### config.mk
export PLATFORM = sky130hd
export DESIGN_NAME = sort_result_collector
export DESIGN_NICKNAME = d
export VERILOG_FILES = /design/src/rtl/sort_result_collector.sv
export SDC_FILE = /design/constraint.sdc
export NUM_CORES = 1
export LEC_CHECK = 0
export ABC_AREA = 1
export ABC_CLOCK_PERIOD_IN_PS = 6050
export BUFFER_PORTS_ARGS = -buffer_cell sky130_fd_sc_hd__buf_2
export CORE_UTILIZATION = 30
export CTS_CLUSTER_DIAMETER = 80
export DETAILED_ROUTE_END_ITERATION = 8
export PLACE_DENSITY = 0.42
export SLEW_MARGIN = 15
export SYNTH_ARGS = -nofsm -noshare
export SYNTH_HDL_FRONTEND = slang
export SYNTH_SLANG_ARGS = --single-unit
### constraint.sdc
create_clock -name clk -period 6.05 [get_ports clk]
set_input_delay 1.21 -clock clk [delete_from_list [all_inputs] [get_ports clk]]
set_output_delay 1.21 -clock clk [all_outputs]
set_load 0.03 [all_outputs]
### src/rtl/sort_result_collector.sv
`default_nettype none
// ============================================================================
// Module  : sort_result_collector
// Brief   : Captures one sorter result frame, drops pad words, checks float
//           ordering of retained words and streams them out with backpressure.
// Revision: 1.0 - initial release
// ============================================================================
module sort_result_collector #(
  parameter int               WIDTH     = 32,
  parameter int               DEPTH     = 16,
  parameter logic [WIDTH-1:0] PAD_VALUE = 32'h7F7F_FFFF
) (
  input  logic                   clk,
  input  logic                   res,
  input  logic                   start,
  input  logic                   in_valid,
  input  logic [WIDTH-1:0]       in_data,
  output logic                   out_valid,
  output logic [WIDTH-1:0]       out_data,
  input  logic                   out_ready,
  output logic                   out_last,
  output logic                   busy,
  output logic                   done,
  output logic [$clog2(DEPTH):0] count,
  output logic                   order_err
);

  localparam int IW = (DEPTH > 1) ? $clog2(DEPTH) : 1;
  localparam int CW = $clog2(DEPTH) + 1;

  localparam logic [IW-1:0] c_idx_one  = IW'(1);
  localparam logic [IW-1:0] c_idx_last = IW'(DEPTH - 1);
  localparam logic [CW-1:0] c_cnt_one  = CW'(1);
  localparam logic [CW-1:0] c_cnt_two  = CW'(2);

  typedef enum logic [1:0] {
    ST_IDLE    = 2'd0,
    ST_CAPTURE = 2'd1,
    ST_DRAIN   = 2'd2
  } state_t;

  state_t           r_state;
  logic [IW-1:0]    r_widx;
  logic [IW-1:0]    r_rptr;
  logic [WIDTH-1:0] r_prev;
  logic [WIDTH-1:0] r_buf [DEPTH];

  logic             w_take;
  logic             w_keep;
  logic             w_final;
  logic             w_xfer;
  logic             w_lt;
  logic [CW-1:0]    w_cnt_nxt;
  logic [IW-1:0]    w_rptr_inc;

  // Float "a < b": sign-magnitude order, signed zeros equal, NaNs as raw bits.
  function automatic logic f_less(input logic [WIDTH-1:0] a, input logic [WIDTH-1:0] b);
    logic [WIDTH-2:0] ma;
    logic [WIDTH-2:0] mb;
    ma = a[WIDTH-2:0];
    mb = b[WIDTH-2:0];
    if (ma == '0 && mb == '0)
      f_less = 1'b0;
    else if (a[WIDTH-1] != b[WIDTH-1])
      f_less = a[WIDTH-1];
    else if (a[WIDTH-1])
      f_less = (ma > mb);
    else
      f_less = (ma < mb);
  endfunction

  assign w_take     = (r_state == ST_CAPTURE) && in_valid;
  assign w_keep     = w_take && (in_data != PAD_VALUE);
  assign w_final    = w_take && (r_widx == c_idx_last);
  assign w_xfer     = (r_state == ST_DRAIN) && out_valid && out_ready;
  assign w_lt       = f_less(in_data, r_prev);
  assign w_cnt_nxt  = w_keep ? (count + c_cnt_one) : count;
  assign w_rptr_inc = r_rptr + c_idx_one;

  always_ff @(posedge clk) begin
    if (w_keep)
      r_buf[count[IW-1:0]] <= in_data;
  end

  always_ff @(posedge clk or negedge res) begin
    if (!res) begin
      r_state   <= ST_IDLE;
      r_widx    <= '0;
      r_rptr    <= '0;
      r_prev    <= '0;
      count     <= '0;
      order_err <= 1'b0;
      out_valid <= 1'b0;
      out_last  <= 1'b0;
      out_data  <= '0;
      busy      <= 1'b0;
      done      <= 1'b0;
    end else begin
      done <= 1'b0;
      case (r_state)
        ST_IDLE: begin
          if (start) begin
            r_state   <= ST_CAPTURE;
            busy      <= 1'b1;
            r_widx    <= '0;
            r_rptr    <= '0;
            count     <= '0;
            order_err <= 1'b0;
          end
        end
        ST_CAPTURE: begin
          if (w_take) begin
            r_widx <= r_widx + c_idx_one;
            if (w_keep) begin
              count  <= w_cnt_nxt;
              r_prev <= in_data;
              if (count != '0 && w_lt)
                order_err <= 1'b1;
            end
            if (w_final) begin
              if (w_cnt_nxt != '0) begin
                r_state   <= ST_DRAIN;
                out_valid <= 1'b1;
                out_last  <= (w_cnt_nxt == c_cnt_one);
                // Word 0 may be the one being written on this very edge.
                out_data  <= (count == '0) ? in_data : r_buf[0];
              end else begin
                r_state <= ST_IDLE;
                busy    <= 1'b0;
                done    <= 1'b1;
              end
            end
          end
        end
        ST_DRAIN: begin
          if (w_xfer) begin
            r_rptr <= w_rptr_inc;
            if (out_last) begin
              r_state   <= ST_IDLE;
              out_valid <= 1'b0;
              out_last  <= 1'b0;
              busy      <= 1'b0;
              done      <= 1'b1;
            end else begin
              out_data <= r_buf[w_rptr_inc];
              out_last <= (({1'b0, r_rptr} + c_cnt_two) == count);
            end
          end
        end
        default: r_state <= ST_IDLE;
      endcase
    end
  end

endmodule
`default_nettype wire

==> summary by stage <==
Critical path
STA classifies the critical path startpoint as an input port. The number of buffers and inverters on the critical path is 4. The required time reported for the critical path endpoint is 6.32 ns. The data arrival at the endpoint of the critical path is 4.31 ns. The cell class contributing the biggest share of worst-path delay is simple AND/OR/NAND/NOR gates. The category of the critical setup timing path is input port to register. By instance count, the cell type seen most on the critical path is nand2_1.

STA classifies the critical path endpoint as a register. The signal on the critical path passes through buf_2 -> inv_2 -> nand2_1 -> nor2_1 -> nand2_1 -> nor2_2 -> nand2_2 -> nand2_4 -> inv_1 -> nand2_1 -> nor2_4 -> buf_4. For this run, the slowest stage of the critical path takes 0.83 ns.

In this run the worst path has a maximum fanout of 80. The critical-path cell with the highest stage delay is nor2_4.

Logic synthesis
Counting every instance in the synthesized netlist gives 2242. The netlist uses 40 different library cells. The net count after synthesis is 2321.

The Yosys step of the flow raised 0 warnings. Averaged over all synthesized cells, the footprint is 11.3 um2. The synthesized netlist occupies a cell area of 25300 um2. Summing the sequential cell areas from Yosys gives 69.0% of the chip area.

Synthesis inferred 596 register bits.

STA
After layout, the worst setup slack is 2.01 ns. The final total negative setup slack is 0 ns. The total setup violations reported at the end of the flow is 0.

Across the routed clock network, the largest skew measured is 0.0278 ns. Of the available clock period, the critical path in the final layout requires 66.8%. The remaining max-slew budget at the tightest pin is 27.4%.

Setup repair after global routing left no endpoint under its margin. The clock period minus worst slack is 4.04 ns. For the pin with the worst max-slew slack, the measured transition is 1.09 ns. The max-slew violation total from the final report was 0. The fmax is 0.247 GHz. The number of hold-slack violations in the final timing report came to 0.

Global routing
In the global route stage, overall resource usage came out at 18.5%. Global routing finished with a remaining overflow of 0. The initial antenna violation count is 4.

The wire length of the first global-routing pass is 116 mm. The via count of the first global-routing pass is 17500. Entering global routing, the biggest net connects 115 pins.

Drt
Wire segments on met2 add up to 38.5 mm in the final route. The number of DRC violations after detailed-routing iteration 0 is 1287. The post-detailed-route wirelength per cell is 22.9 um. After detailed routing, the met3 layer carries 3.65 mm of wire. After detailed routing, the number of remaining DRC violations is 0. Once detail routing completed, the nets flagged for antenna violations numbered 0. The number of vias per cell is 4.99. The pre-antenna-repair detailed-routing pass consisted of 5 iterations.

For this block, the routed nets add up to 79.7 mm of wire. The highest routed metal layer is met4. The routed metal-1 wire length is 34.9 mm. The via total after detailed routing is 17400.

Placement
The HPWL reported at the end of detailed placement is 46.2 mm. Routability-driven placement finished with a final weighted congestion of 0.787. The worst setup timing slack at the placement stage is 1.36 ns. The count of buffers inserted at the top-level ports is 78.

Final layout
For this run, the post-layout net count is 2374. The area used by multi-input combinational logic is 6990 um2. The sequential cell area in the final layout is 17500 um2.

The layout has 8375 filler cells. The proportion of layout cells with a drive suffix above 1 is 11.0%. The most frequent standard cell in the layout excluding fill and tap cells is edfxtp_1. The signed area change from the synthesized netlist to the final layout is 15.1%. The library cells used most frequently in the layout, excluding fill and tap cells, are edfxtp_1 (512), o21ai_0 (356), nor2_1 (353), nand2_1 (305), o22ai_1 (165).

Floorplanning
The initial standard-cell utilization of the core is 30.3%. The die span in y is 293 um. The die covers 85600 um2. The standard cell core area is 83700 um2. Measured along the x axis, the die boundary spans 293 um. In this run the count of I/O pins placed on the die edge is 79. The floorplan has 106 rows.

Power
Per report_power, the combinational group accounts for 36.3% of the total. The net switching component of the power is 5.68 mW. In this run switching power makes up 39.9% of total power. The internal portion of total power is 8.55 mW.

The power density of the placed cells is 488 nW/um2. In this run, flip-flops and latches consume 35.5% of the power. In this run the static leakage power is 10.4 nW. The clock network burns 28.2% of the power. IR analysis of the VDD net gives a maximum drop of 295 uV.

Worst hold path
In this run the worst hold path is classified as register to register.

Clock tree
The clock root buffer master is clkbuf_16. The clock edge transition at the registers on the reported setup and hold paths is 0.06 ns. The later pin in the worst-skew pair is clocked with a latency of 0.61 ns. The CTS sink count is 596.

The TritonCTS clock tree is done. Buffers inserted during clock tree synthesis total 69. After clock tree synthesis, the flow added hold-fix buffers numbering 0. The H-tree generated during clock tree synthesis spans 3 levels.

Post-CTS repair changed the size of 0 cells. In this run the post-CTS setup repair buffer count came out at 0. No sink is reached through more buffers than the 3 on the longest clock path.

Job
The number of maximum-capacitance violations is 0.

Status
The flow ran to the end, and the final reports show no timing, DRC or antenna violations.
## logic make-up after synthesis
kind of cell    Yosys count  share of synthesized area [%]
compound gates          621                           13.2
buf+inv                 242                           4.01
flops                   596                           69.0
mux                       1                         0.0395
fa+ha+maj                42                           2.07
simple gates            733                           11.5
xor+xnor                  7                          0.242
## path summary, 6_finish.rpt
kind,start,endpoint,slack (ns),depth (start not counted)
setup / recovery,in_data[23],r_buf[10][6]$_DFFE_PP_,2.01,12
hold / removal,out_data[23]$_DFFE_PN0P_,out_data[23]$_DFFE_PN0P_,0.47,2
setup reg to reg,r_rptr[0]$_DFFE_PN0P_,out_data[27]$_DFFE_PN0P_,2.17,10
hold reg to reg,out_data[23]$_DFFE_PN0P_,out_data[23]$_DFFE_PN0P_,0.47,2
max in group asynchronous,res,r_rptr[0]$_DFFE_PN0P_,4.27,2
min in group asynchronous,res,out_data[24]$_DFFE_PN0P_,0.65,1
## state kept, by name (all words and copies together), names as in the netlist
register	count
order_err	1
busy	1
out_last	1
count	5
r_buf	512
out_data	32
r_widx	4
r_state	2
out_valid	1
r_rptr	4
done	1
r_prev	32
## power by group through the flow
| stage | logic [mW] | clock network [mW] | registers [mW] |
|---|---|---|---|
| floorplan | 3.22 | 0 | 5.28 |
| CTS | 5.25 | 4.11 | 5.06 |
| detailed placement | 5.24 | 0 | 5.14 |
| global placement | 5.20 | 0 | 5.13 |
| global route | 5.73 | 4.26 | 5.09 |
| finish | 5.16 | 4.01 | 5.05 |
## worst min-delay path, stage by stage, from the launching register on
cell and delay (ns):
dfrtp_1 0.34, nand2_1 0.05, nand2_1 0.05
## synthesized netlist by cell type
cell	count	area [um2]
o21ai_1	69	345
a21o_1	1	7.51
o21ai_0	356	1780
edfxtp_1	512	15400
nor2b_1	1	6.26
nand2_1	305	1140
buf_2	39	195
nor3b_1	1	7.51
o22ai_1	165	1030
nor2_4	1	11.3
nand3_4	1	17.5
o21ai_2	1	8.76
inv_4	1	6.26
o21a_1	2	15.0
a21oi_1	20	100
and3_1	1	6.26
a32o_1	1	10.0
o32ai_1	2	17.5
dfrtp_1	84	2100
xor2_1	4	35.0
nand3_1	19	95.1
buf_4	3	22.5
nor2_1	366	1370
buf_6	6	67.6
nand2_2	7	43.8
nor3_1	6	30.0
mux2i_1	1	10.0
buf_1	12	45.0
a22oi_1	1	7.51
clkbuf_1	75	282
o41ai_1	1	8.76
inv_1	99	372
nand2_4	2	22.5
ha_1	42	526
inv_2	7	26.3
nor2_2	3	18.8
nand4_1	18	113
a211oi_1	2	15.0
nand3b_1	2	15.0
xnor2_1	3	26.3
## layer usage
layer / global-route usage, % / up-vias
met1: 24.1 / 8703
met5: 0 / -
met2: 31.1 / 432
li1: - / 8108
met4: 6.41 / 0
met3: 2.97 / 125
## through the flow
step	total power [mW]	utilization (%)	std cells	hold WS, ns	instance area (um2)
4_1_cts	14.4	34.8	3480	0.481	29200
6_report	14.2	34.9	3481	0.472	29200
2_1_floorplan	8.50	-	2242	0.453	25300
3_5_place_dp	10.4	32.3	3358	0.461	27000
5_1_grt	15.1	34.8	3480	0.491	29200
3_3_place_gp	10.3	32.3	3358	0.456	27000
## area by class of cell
class / instances / area share, %
Antenna cell: 1 / 0.00858
Clock buffer: 99 / 6.73
Clock inverter: 23 / 0.669
Inverter: 107 / 1.42
Multi-Input combinational cell: 1404 / 24.0
Sequential cell: 596 / 59.9
Tap cell: 1134 / 4.86
Timing Repair Buffer: 117 / 2.39
Power figures use the tool's default switching activity.
